<file path="config.mk">
export PLATFORM = sky130hd
export DESIGN_NAME = digital_clock_sync
export DESIGN_NICKNAME = d
export VERILOG_FILES = /design/src/rtl/digital_clock_sync.sv
export SDC_FILE = /design/constraint.sdc
export NUM_CORES = 1
export LEC_CHECK = 0
export CELL_PAD_IN_SITES_DETAIL_PLACEMENT = 2
export CELL_PAD_IN_SITES_GLOBAL_PLACEMENT = 2
export CORE_AREA = 10 10 134 136
export CTS_BUF_LIST = sky130_fd_sc_hd__clkbuf_16
export DETAILED_ROUTE_END_ITERATION = 8
export DIE_AREA = 0 0 144 146
export PLACE_DENSITY = 0.85
export SLEW_MARGIN = 20
export SYNTH_ARGS = -nofsm -noshare
export SYNTH_HDL_FRONTEND = slang
export SYNTH_SLANG_ARGS = --single-unit
export TNS_END_PERCENT = 10
</file>
<file path="constraint.sdc">
create_clock -name CLK_50_MHZ -period 2.05 [get_ports CLK_50_MHZ]
set_input_delay 0.615 -clock CLK_50_MHZ [delete_from_list [all_inputs] [get_ports CLK_50_MHZ]]
set_output_delay 0.615 -clock CLK_50_MHZ [all_outputs]
set_load 0.03 [all_outputs]
</file>
<file path="src/rtl/digital_clock_sync.sv">
// digital_clock_sync
//   Single-clock BCD time-of-day counter (HH:MM:SS) with a RUN/STOP/SET state
//   machine, key-driven time set, 12/24 h mode and seven-segment outputs.
//   A prescaler produces a one-cycle Tick enable; all digits advance on
//   carry enables inside the one clock domain.
//
//   Optional feature: define DIGITAL_CLOCK_ALARM_EN to add alarm HH:MM registers
//   (edited in SET with Alarm_Sel=1) and the Alarm output. Without it Alarm is 0.
//
// Ports
//   CLK_50_MHZ             system clock, rising edge
//   Reset                  asynchronous, active-low
//   Time_Stop / Time_Set   mode requests (SET has priority)
//   Key_Min / Key_Hr       active-high keys, one increment per rising edge in SET
//   Alarm_Sel              SET: 1 = keys edit the alarm (alarm build only)
//   Sec_Ones..Hr_Tens      BCD digits
//   PM                     12 h PM flag (0 in 24 h mode)
//   Tick                   one-cycle 1 Hz enable, RUN only
//   Alarm                  alarm active
//   Hex0..Hex5             active-low seven-segment (index 0 = seg a) of the digits
module digital_clock_sync #(
  parameter int CLK_HZ  = 50_000_000,
  parameter bit HOUR_24 = 1'b1,
  parameter int PRE_W   = 26
) (
  input  logic       CLK_50_MHZ,
  input  logic       Reset,
  input  logic       Time_Stop,
  input  logic       Time_Set,
  input  logic       Key_Min,
  input  logic       Key_Hr,
  input  logic       Alarm_Sel,
  output logic [3:0] Sec_Ones,
  output logic [3:0] Sec_Tens,
  output logic [3:0] Min_Ones,
  output logic [3:0] Min_Tens,
  output logic [3:0] Hr_Ones,
  output logic [3:0] Hr_Tens,
  output logic       PM,
  output logic       Tick,
  output logic       Alarm,
  output logic [0:6] Hex0,
  output logic [0:6] Hex1,
  output logic [0:6] Hex2,
  output logic [0:6] Hex3,
  output logic [0:6] Hex4,
  output logic [0:6] Hex5
);

  typedef struct packed { logic [3:0] tens; logic [3:0] ones; } bcd2_t;
  typedef struct packed { logic [3:0] tens; logic [3:0] ones; logic pm; } hour_t;
  typedef enum logic [1:0] {ST_RUN, ST_STOP, ST_SET} state_t;

  localparam logic [PRE_W-1:0] PRE_MAX = PRE_W'(CLK_HZ - 1);
  // 24 h resets to 00, 12 h resets to 12 AM
  localparam logic [8:0]       HR_RST  = HOUR_24 ? 9'h000 : {4'd1, 4'd2, 1'b0};

  // 00..59 BCD increment with wrap
  function automatic bcd2_t bcd60_inc(bcd2_t v);
    bcd2_t n;
    n = v;
    if (v.ones == 4'd9) begin
      n.ones = 4'd0;
      n.tens = (v.tens == 4'd5) ? 4'd0 : v.tens + 4'd1;
    end else begin
      n.ones = v.ones + 4'd1;
    end
    return n;
  endfunction

  // Hour increment: 23->00 in 24 h; 12->01 and 11->12 (PM toggles) in 12 h
  function automatic hour_t hour_inc(hour_t h);
    hour_t n;
    n = h;
    if (HOUR_24) begin
      if (h.tens == 4'd2 && h.ones == 4'd3) begin
        n.tens = 4'd0;
        n.ones = 4'd0;
      end else if (h.ones == 4'd9) begin
        n.tens = h.tens + 4'd1;
        n.ones = 4'd0;
      end else begin
        n.ones = h.ones + 4'd1;
      end
    end else begin
      if (h.tens == 4'd1 && h.ones == 4'd2) begin
        n.tens = 4'd0;
        n.ones = 4'd1;
      end else if (h.tens == 4'd1 && h.ones == 4'd1) begin
        n.ones = 4'd2;
        n.pm   = ~h.pm;
      end else if (h.ones == 4'd9) begin
        n.tens = 4'd1;
        n.ones = 4'd0;
      end else begin
        n.ones = h.ones + 4'd1;
      end
    end
    return n;
  endfunction

  function automatic logic [0:6] binary2seven(logic [3:0] d);
    logic [0:6] s;
    case (d)
      4'd0:    s = 7'b0000001;
      4'd1:    s = 7'b1001111;
      4'd2:    s = 7'b0010010;
      4'd3:    s = 7'b0000110;
      4'd4:    s = 7'b1001100;
      4'd5:    s = 7'b0100100;
      4'd6:    s = 7'b0100000;
      4'd7:    s = 7'b0001111;
      4'd8:    s = 7'b0000000;
      4'd9:    s = 7'b0000100;
      default: s = 7'b1111111;
    endcase
    return s;
  endfunction

  state_t           r_state, w_state_n;
  logic [PRE_W-1:0] r_pre;
  logic [1:0]       r_kmin_sync, r_khr_sync;
  logic             r_kmin_d, r_khr_d;
  logic             w_min_edge, w_hr_edge, w_tick, w_edit_alarm;
  bcd2_t            r_sec, r_min, w_sec_n, w_min_n;
  hour_t            r_hr, w_hr_n;

  // ---------------- FSM ----------------
  always_ff @(posedge CLK_50_MHZ or negedge Reset) begin
    if (!Reset) r_state <= ST_RUN;
    else        r_state <= w_state_n;
  end

  always_comb begin
    w_state_n = r_state;
    case (r_state)
      ST_RUN:  if (Time_Set) w_state_n = ST_SET; else if (Time_Stop)  w_state_n = ST_STOP;
      ST_STOP: if (Time_Set) w_state_n = ST_SET; else if (!Time_Stop) w_state_n = ST_RUN;
      ST_SET:  if (!Time_Set) w_state_n = Time_Stop ? ST_STOP : ST_RUN;
      default: w_state_n = ST_RUN;
    endcase
  end

  // ---------------- prescaler ----------------
  // STOP keeps the phase; SET zeroes it so the first second after SET is full.
  always_ff @(posedge CLK_50_MHZ or negedge Reset) begin
    if (!Reset) begin
      r_pre <= '0;
    end else begin
      case (r_state)
        ST_RUN:  r_pre <= (r_pre == PRE_MAX) ? '0 : r_pre + 1'b1;
        ST_SET:  r_pre <= '0;
        default: r_pre <= r_pre;
      endcase
    end
  end

  assign w_tick = (r_state == ST_RUN) && (r_pre == PRE_MAX);
  assign Tick   = w_tick;

  // ---------------- keys: 2-flop sync + edge register ----------------
  always_ff @(posedge CLK_50_MHZ or negedge Reset) begin
    if (!Reset) begin
      r_kmin_sync <= '0;
      r_khr_sync  <= '0;
      r_kmin_d    <= 1'b0;
      r_khr_d     <= 1'b0;
    end else begin
      r_kmin_sync <= {r_kmin_sync[0], Key_Min};
      r_khr_sync  <= {r_khr_sync[0], Key_Hr};
      r_kmin_d    <= r_kmin_sync[1];
      r_khr_d     <= r_khr_sync[1];
    end
  end

  assign w_min_edge = r_kmin_sync[1] & ~r_kmin_d;
  assign w_hr_edge  = r_khr_sync[1] & ~r_khr_d;

  // ---------------- time digits ----------------
  // Tick only occurs in RUN, so it can never collide with a SET edit.
  always_comb begin
    w_sec_n = r_sec;
    w_min_n = r_min;
    w_hr_n  = r_hr;
    if (w_tick) begin
      w_sec_n = bcd60_inc(r_sec);
      if (r_sec == 8'h59) begin
        w_min_n = bcd60_inc(r_min);
        if (r_min == 8'h59) w_hr_n = hour_inc(r_hr);
      end
    end else if (r_state == ST_SET && !w_edit_alarm) begin
      if (w_min_edge) begin
        w_min_n = bcd60_inc(r_min);
        w_sec_n = 8'h00;
      end
      if (w_hr_edge) w_hr_n = hour_inc(r_hr);
    end
  end

  always_ff @(posedge CLK_50_MHZ or negedge Reset) begin
    if (!Reset) begin
      r_sec <= 8'h00;
      r_min <= 8'h00;
      r_hr  <= hour_t'(HR_RST);
    end else begin
      r_sec <= w_sec_n;
      r_min <= w_min_n;
      r_hr  <= w_hr_n;
    end
  end

  // ---------------- alarm ----------------
`ifdef DIGITAL_CLOCK_ALARM_EN
  bcd2_t r_amin;
  hour_t r_ahr;
  logic  r_alarm, r_tick_d;

  assign w_edit_alarm = (r_state == ST_SET) && Alarm_Sel;

  // r_tick_d marks the first cycle the digits show a freshly ticked value, so
  // a match fires once per HH:MM:00 and a dismissed alarm stays dismissed.
  always_ff @(posedge CLK_50_MHZ or negedge Reset) begin
    if (!Reset) begin
      r_amin   <= 8'h00;
      r_ahr    <= hour_t'(HR_RST);
      r_alarm  <= 1'b0;
      r_tick_d <= 1'b0;
    end else begin
      r_tick_d <= w_tick;
      if (w_edit_alarm) begin
        if (w_min_edge) r_amin <= bcd60_inc(r_amin);
        if (w_hr_edge)  r_ahr  <= hour_inc(r_ahr);
      end
      if (r_state == ST_SET ||
          (r_state == ST_RUN && (w_min_edge || w_hr_edge)) ||
          (w_tick && r_sec == 8'h59))
        r_alarm <= 1'b0;
      else if (r_state == ST_RUN && r_tick_d && r_sec == 8'h00 &&
               r_min == r_amin && r_hr == r_ahr)
        r_alarm <= 1'b1;
    end
  end

  assign Alarm = r_alarm;
`else
  logic w_unused_alarm_sel;
  assign w_unused_alarm_sel = Alarm_Sel;
  assign w_edit_alarm       = 1'b0;
  assign Alarm              = 1'b0;
`endif

  // ---------------- outputs ----------------
  assign Sec_Ones = r_sec.ones;
  assign Sec_Tens = r_sec.tens;
  assign Min_Ones = r_min.ones;
  assign Min_Tens = r_min.tens;
  assign Hr_Ones  = r_hr.ones;
  assign Hr_Tens  = r_hr.tens;
  assign PM       = HOUR_24 ? 1'b0 : r_hr.pm;

  assign Hex0 = binary2seven(r_sec.ones);
  assign Hex1 = binary2seven(r_sec.tens);
  assign Hex2 = binary2seven(r_min.ones);
  assign Hex3 = binary2seven(r_min.tens);
  assign Hex4 = binary2seven(r_hr.ones);
  assign Hex5 = binary2seven(r_hr.tens);

endmodule

</file>
==> results.txt, run 1 <==
The flow ran to the end, but the final reports show violations. The checks that failed: setup timing. The kind of cell with the highest combined delay along the critical path is simple AND/OR/NAND/NOR gates. For this configuration, the core starts out at a cell density of 0.271. The total die area came out at 21,000 sq um. The beginning of the worst register-to-register path is Sec_Ones[1]. The vertical die dimension is 146 um. The number of top-level design ports came out at 76. After detailed routing, the number of vias per cell comes to 5.96. The routed via count came out at ~5,500.

STA classifies the critical path endpoint as an output port. Counting along the longest clock path gives a buffer depth of 2. In this run the worst setup path begins at Sec_Ones[1].

The number of hold buffers added after cts is 0. During synthesis, Yosys emitted a total of 0 warnings. The first global-routing pass estimated 39,600 um of wire. The detailed-placement wirelength estimate came out at 13,800 um.

The total length of routed wires is a little over 30,000 um. The distinct cell type count of the synthesized netlist came out at 63. The total clock buffers created by CTS came out at 9.

The signal on the critical path passes through inv_2 -> ha_1 -> or2_2 -> a21oi_2 -> nor2_1 -> buf_4. The final total negative setup slack is -19.11 ns. The layout-stage area growth over the synthesis result came out at 75.0%. The routability congestion estimate from global placement is 0.841.

The initial antenna violation count was 0. The worst setup path is launched from a register. The via count of the first global-routing pass is 6,161. Summed over all cells, the static leakage comes to between 3 and 4 nW. The mean cell area of the mapped netlist is between 8 and 9 sq um.

The number of pins with negative max-slew slack in the final report was 0. Leaving out fill and tap cells, the most frequent cell in the layout is sky130_fd_sc_hd__buf_4. The horizontal extent of the die is 144 um. The post-route minimum period is approximately 2.5 ns. The maximum resistive drop on vdd came out at 0.000525 V. The detail-routed net length per standard cell came out at 33.1 um.

STA puts the critical path data required time at 1.43 ns. Together, buffers and inverters on the worst path number 2. The length of the first detailed-routing pass in iterations came out at 5. The worst-skew pair later-pin latency is 0.37 ns.

The DRC violation count after routing is 0. Setup violations remaining at the end of the flow were counted as 83. The path type of the worst min-delay path is in2async. In the synthesized netlist the async set-or-reset flop fraction comes to 1.00.

The transition time of the tightest slew-check pin is 0.630 ns. After filler insertion, the fill cell instance count of the layout stands at 1,612. The fraction of the cycle the final worst path needs came out at 1.21.

Clock-pin slew was measured on the worst setup and hold paths at roughly 0.080 ns. The setup skew after layout came out at 0.0232 ns. The number of hold-slack violations in the final timing report was 0.

The largest net degree at the start of global routing is slightly below 60. The total overflow left after global routing is 0. In the final layout, flip-flops and latches occupy between 1000 and 1500 sq um. The sequential-to-total area share from yosys stat came out at 0.346. In this run, the number of DRC markers left after iteration 0 of detailed routing was ~510. Across the run, the number of max-cap violations was 0. The fraction of layout cells with a size suffix above 1 is 0.532. The data arrival at the endpoint of the critical path came out at 1.86 ns. The root buffer selected by CTS is sky130_fd_sc_hd__clkbuf_16. The total power density per cell area came out at between 1000 and 1500 nW/um^2. The synthesized design contains 0 enable-type register cells. The CTS H-tree depth is 3. Synthesis inferred 58 register bits. The area of the multi-input gates came out at 3160 sq um. The antenna cell count came out at 0. The largest individual stage delay along the critical path comes from the cell sky130_fd_sc_hd__dfrtp_1.

The quantity of I/O buffers inserted on ports came out at 72. Timing would allow up to 0.404 GHz. By startpoint and endpoint, the worst setup path is classified as reg2out. Setup repair after global routing could not meet its margin everywhere.

For this run, the total global-route usage over all layers was measured as 0.246. The maximum single-stage delay on the critical path came out at 0.41 ns. The core region is roughly 15,000 sq um. The post-place setup slack came out at -0.430 ns. The dominant register cell in the synthesized netlist is sky130_fd_sc_hd__dfrtp_1. The final worst slack is -0.426 ns.

The critical-path maximum fanout is 4. In the layout the commonest cells are sky130_fd_sc_hd__buf_4, sky130_fd_sc_hd__buf_6, sky130_fd_sc_hd__dfrtp_1. The post-detailed-route count of antenna-violating nets is 0. The netlist area before placement is 4200 sq um. The number of cells produced by synthesis came out at 502.

The number of nets in the finished design came out at 772. The clock sink count is 58. The CTS tree is yes. The worst slew margin relative to its limit came out at 0.579.

The overall power of the completed layout came out at between 8 and 9 mW. The site row count came out at 46.
-- timing repair --
| action | CTS | global route |
|---|---|---|
| pin swaps | 32 | 27 |
| cloned | 0 | 0 |
| setup buffers | 20 | 19 |
| resized for setup | 261 | 116 |
| endpoints found under the setup margin | 90 | 96 |
-- synthesized netlist by cell type (3+ instances only) --
cell,count,share of area
sky130_fd_sc_hd__ha_1,31,0.092
sky130_fd_sc_hd__or4_1,3,0.0054
sky130_fd_sc_hd__o211ai_1,5,0.0089
sky130_fd_sc_hd__nand2_1,60,0.054
sky130_fd_sc_hd__nand3b_1,4,0.0072
sky130_fd_sc_hd__buf_4,3,0.0054
sky130_fd_sc_hd__xnor2_1,3,0.0063
sky130_fd_sc_hd__o21a_1,4,0.0072
sky130_fd_sc_hd__inv_1,26,0.023
sky130_fd_sc_hd__mux2_2,7,0.019
sky130_fd_sc_hd__dfrtp_1,58,0.35
sky130_fd_sc_hd__nor2_1,50,0.045
sky130_fd_sc_hd__o21ai_1,3,0.0036
sky130_fd_sc_hd__and4_1,3,0.0063
sky130_fd_sc_hd__or2_2,7,0.010
sky130_fd_sc_hd__clkbuf_1,15,0.013
sky130_fd_sc_hd__o2bb2ai_1,3,0.0063
sky130_fd_sc_hd__and2_1,3,0.0045
sky130_fd_sc_hd__or3_1,5,0.0075
sky130_fd_sc_hd__buf_2,5,0.0060
sky130_fd_sc_hd__mux2i_1,5,0.012
sky130_fd_sc_hd__o21ai_0,46,0.055
sky130_fd_sc_hd__and3b_1,3,0.0063
sky130_fd_sc_hd__a21oi_1,38,0.045
sky130_fd_sc_hd__nor3_1,8,0.0095
sky130_fd_sc_hd__nand2b_1,13,0.019
sky130_fd_sc_hd__nor3b_1,3,0.0054
sky130_fd_sc_hd__and3_1,8,0.012
sky130_fd_sc_hd__nand4_1,6,0.0089
sky130_fd_sc_hd__nand3_1,17,0.020
sky130_fd_sc_hd__a31oi_1,15,0.022
-- registers in the layout (all words and copies together) (netlist names) --
register	count
r_pre	26
Hr_Ones	4
Hr_Tens	4
Min_Ones	4
Min_Tens	4
Sec_Ones	4
Sec_Tens	4
r_khr_sync	2
r_kmin_sync	2
r_state	2
r_khr_d	1
r_kmin_d	1
-- through the flow --
stage          utilization  instances  cell area (sq um)  hold WS [ns]
4_1_cts              0.443        912               6860         0.300
2_1_floorplan            -        503               4220         0.319
3_5_place_dp         0.387        876               6000         0.347
5_1_grt              0.474        931               7340         0.296
6_report             0.474        931               7340         0.259
3_3_place_gp         0.387        876               6000         0.338
-- cell families (layout without fill, tap and decap cells) --
kind of cell,Yosys count,in the layout,synth area share
buffers and inverters,51,287,0.0516
AND/OR/NAND/NOR,206,206,0.266
other,1,2,0.000894
adder cells (fa/ha/maj),31,31,0.0925
XOR/XNOR,4,4,0.00835
flip-flops,58,58,0.346
multiplexers,13,13,0.0334
AO/OA/AOI/OAI,138,138,0.202
-- metal layers --
metal / share of wire / up-vias / GRT usage / wire (um)
met2: 0.51 / 320 / 0.442 / 15700
met3: 0.060 / 115 / 0.0405 / 1860
met4: 0.052 / 0 / 0.145 / 1610
met5: 0 / - / 0 / 0
met1: 0.38 / 2869 / 0.260 / 11600
li1: - / 2241 / - / -
-- worst paths after layout --
path / to / slack, ns / cells past startpoint
max in group asynchronous: Min_Ones[2] / 1.45 / 2
max reg2reg: Hr_Tens[3] / -0.37 / 10
min in group CLK_50_MHZ: r_khr_sync[1] / 0.41 / 0
min reg2reg: r_khr_sync[1] / 0.41 / 0
min: r_pre[25] / 0.26 / 2
max: Hex0[3] / -0.43 / 6
-- final cells by class --
cell class / instances / share of cell area
Multi-Input combinational cell: 394 / 0.430
Clock inverter: 7 / 0.00733
Inverter: 27 / 0.0170
Timing Repair Buffer: 244 / 0.283
Tap cell: 192 / 0.0327
Clock buffer: 9 / 0.0307
Sequential cell: 58 / 0.199
-- worst reg2reg max path, delay by kind of cell, from the launching register on --
| kind | cells | cell delay, ns |
|---|---|---|
| and+or+nand+nor | 2 | 0.46 |
| AOI/OAI and AO/OA | 2 | 0.37 |
| xor gates and xnor gates | 1 | 0.29 |
| adders and majority gates | 1 | 0.21 |
| DFF | 1 | 0.43 |
| buffers and inverters | 4 | 0.55 |
-- power breakdown --
group	internal (mW)	switching (mW)	leakage (nW)	total, mW
sequential	1.27	0.202	0.766	1.47
combinational	2.26	3.10	2.46	5.35
clock	0.922	0.734	0.148	1.66
total	4.45	4.03	3.38	8.48
(Power assumes the default switching activity.)
==> run 2: changes to the inputs <==
--- a/config.mk
+++ b/config.mk
@@ -7,11 +7,11 @@
 export LEC_CHECK = 0
 export CELL_PAD_IN_SITES_DETAIL_PLACEMENT = 2
 export CELL_PAD_IN_SITES_GLOBAL_PLACEMENT = 2
-export CORE_AREA = 10 10 134 136
+export CORE_AREA = 2 2 120 122
 export CTS_BUF_LIST = sky130_fd_sc_hd__clkbuf_16
 export DETAILED_ROUTE_END_ITERATION = 8
-export DIE_AREA = 0 0 144 146
-export PLACE_DENSITY = 0.85
+export DIE_AREA = 0 0 122 124
+export PLACE_DENSITY = 0.88
 export SLEW_MARGIN = 20
 export SYNTH_ARGS = -nofsm -noshare
 export SYNTH_HDL_FRONTEND = slang
==> constraint.sdc (replaced) <==
create_clock -name CLK_50_MHZ -period 2.4 [get_ports CLK_50_MHZ]
set_input_delay 0.72 -clock CLK_50_MHZ [delete_from_list [all_inputs] [get_ports CLK_50_MHZ]]
set_output_delay 0.72 -clock CLK_50_MHZ [all_outputs]
set_load 0.03 [all_outputs]
==> run 2 against run 1 <==
Design area is 17% lower. Critical endpoint is now Hr_Ones[2]. Die area is 28% lower. Via count decreased by 16%. Global-route usage increased by 2.2 points. Power down 33%. Critical path type is now reg2reg. Sequential cell count is the same. Critical path depth is 2 higher. Highest routed layer unchanged. The run still ends with setup timing left. Core utilization fell by 2.9 points. Clock skew fell by 0.0041 ns.
==> results.txt, run 2 (synthesized netlist as in run 1, its figures left out) <==
The critical path is of the reg2reg type. The register with the most flip-flops in the final layout is r_pre. The number of maximum-capacitance constraint violations is 0 (unchanged). The layout-stage area growth over the synthesis result came out at 45.5%. In the layout the commonest cells are sky130_fd_sc_hd__buf_4, sky130_fd_sc_hd__nand2_1, sky130_fd_sc_hd__dfrtp_1. The final-report setup violation count came out at 27 (-67%). The worst slew margin relative to its limit is 0.584 (+0.00483). The clock sink count came out at 58 (unchanged). The final global-route overflow total is 0 (unchanged). The number of flip-flops in the largest register is 26 (unchanged). The total length of routed wires came out at 20,700 um (-33%). The critical-path maximum fanout is 7 (+3). The number of top-level design ports came to 76 (unchanged). The highest achievable clock rate is 0.388 GHz. The post-route minimum period is 2.58 ns. The routed via count is 4,663 (-16%). The number of hold-slack violations in the final timing report came out at 0 (unchanged). The detailed-placement wirelength estimate is 12,200 um (-12%). The overall global routing resource usage is 0.267 (+0.0217).

The static leakage is 2.80 nW (-17%). The maximum resistive drop on vdd is 0.000404 V (-23%). On the critical path, the stage with the largest delay is an instance of sky130_fd_sc_hd__nor4_4. In this run the clock root is driven by a sky130_fd_sc_hd__clkbuf_16. The via count of the first global-routing pass came out at 5,201 (-16%). The DRC violation count after routing came out at 0 (unchanged). The initial antenna violation count came out at 0 (unchanged). The largest buffer count on any clock path is 2 (unchanged). The critical path goes through inv_1 -> ha_2 -> buf_4 -> nand3b_1 -> o21a_1 -> nor4_4 -> o21ai_1 -> mux2_1. The post-placement cell area is 5570 sq um (-7.1%). The wire length of the first global-routing pass came to 31,000 um (-22%). The largest net degree at the start of global routing is 40 (-32%). The vertical die dimension was 124 um (-15%). The transition time of the tightest slew-check pin is 0.620 ns (-0.0101 ns).

The run finished, with violations left. The utilization after layout came out at 0.445 (-0.0294). The total clock buffers created by CTS is 9 (unchanged). The worst setup path is launched from a register. The final total negative setup slack was -1.31 ns (+17.80 ns). The number of pins with negative max-slew slack in the final report came out at 0 (unchanged). The number of hold buffers added after cts is 0 (unchanged). The fraction of layout cells with a size suffix above 1 came out at 0.353 (-0.179). The cell area after layout is 6100 sq um (-17%).

The setup skew after layout came out at 0.0191 ns (-0.00408 ns). The post-detailed-route count of antenna-violating nets was 0 (unchanged). The worst hold margin is 0.370 ns (+0.111 ns).

The CTS H-tree depth came out at 3 (unchanged). The number of nets in the finished design is 685 (-11%). The detail-routed via count per cell is 5.60 (-5.9%).

The site row count came out at 43 (-6.5%). Setup repair after global routing could not meet its margin everywhere. The worst setup path is captured at a register.

The clock slew seen by the registers of the worst setup and hold paths came out at 0.07 ns (about the same). The effective utilization at floorplan is 0.306 (+0.0348). The floorplan core area is 13,700 sq um (-11%).

The detail-routed net length per standard cell was 24.9 um (-25%). The worst endpoint required time is 2.60 ns (+1.17 ns). The fraction of the cycle the final worst path needs came out at 1.07. The antenna cell count is 0 (unchanged). The horizontal extent of the die came out at 122 um (-15%). The library cell used most frequently in the layout, excluding fill and tap cells, is sky130_fd_sc_hd__buf_4. The length of the first detailed-routing pass in iterations was 4 (-1). The overall power of the completed layout is 5.68 mW (-33%). TritonCTS built the clock tree. The critical path starts at Sec_Ones[1]. The data arrival at the endpoint of the critical path came out at 2.78 ns (+0.92 ns). The worst-skew pair later-pin latency came out at 0.34 ns (-0.03 ns).

The quantity of I/O buffers inserted on ports was 72 (unchanged). The maximum single-stage delay on the critical path was 0.55 ns (+0.14 ns). In this run the critical register-to-register path is launched from Sec_Ones[1].

The starting DRC count in detailed routing came out at 315 (-38%). The total power density per cell area came to 930 nW/um^2 (-19%). The checks that failed: setup timing. The path type of the worst min-delay path is in2async. The routability congestion estimate from global placement is 0.845 (+0.51%). The total die area is 15,100 sq um (-28%). The final worst slack is -0.179 ns (+0.247 ns).
## run 2: critical path, delay by kind of cell, from the launching register on
kind / cells / cell delay (ns)
simple gates: 2 / 0.67
flops: 1 / 0.39
mux: 1 / 0.38
compound gates: 2 / 0.48
buf+inv: 2 / 0.28
fa+ha+maj: 1 / 0.24
## run 2: what timing repair did
item	in CTS	in global routing
resized for setup	142	53
pin swaps	10	3
endpoints found under the setup margin	42	53
buffers inserted	3	4
## run 2: final timing paths
kind	to	slack, ns	depth (start not counted)
min reg2reg	r_khr_sync[1]	0.37	0
max in group asynchronous	r_pre[8]	1.38	2
max	Hr_Ones[2]	-0.18	8
max reg2reg	Hr_Ones[2]	-0.18	8
min in group CLK_50_MHZ	r_khr_sync[1]	0.37	0
min	r_pre[21]	0.37	1
## run 2: layout make-up
type / instances / area (sq um)
clock buffer: 9 / 225
inverter: 27 / 104
sequential: 58 / 1460
fill: 1494 / 7620
clock inverter: 7 / 28.8
multi-input combinational: 394 / 2750
timing repair buffer: 157 / 1310
tap: 180 / 225
## run 2: through the flow
stage / setup slack [ns] / instances
final: -0.179 / 832
after global routing: -0.241 / 832
after CTS: -0.0960 / 828
after detailed placement: -0.143 / 809
after global placement: -0.0922 / 809
after floorplan: -0.152 / 503
## run 2: power by group
part	internal (mW)	switching (mW)	leakage [nW]
sequential	1.08	0.166	0.765
combinational	1.26	1.99	1.90
clock	0.677	0.499	0.134
total	3.02	2.65	2.80
## run 2: metal layers
metal,global-route usage,vias to the layer above,share of wire
met2,0.492,137,0.53
met5,0,-,0
met4,0.120,0,0.036
met1,0.312,2404,0.40
met3,0.0307,53,0.031
li1,-,2069,-
==> run 3: changes to the inputs <==
--- a/config.mk
+++ b/config.mk
@@ -5,6 +5,7 @@
 export SDC_FILE = /design/constraint.sdc
 export NUM_CORES = 1
 export LEC_CHECK = 0
+export ABC_AREA = 0
 export CELL_PAD_IN_SITES_DETAIL_PLACEMENT = 2
 export CELL_PAD_IN_SITES_GLOBAL_PLACEMENT = 2
 export CORE_AREA = 2 2 120 122
==> results of run 3 <==
Same layout as run 2: the final DEF is identical, and so are final timing and power.
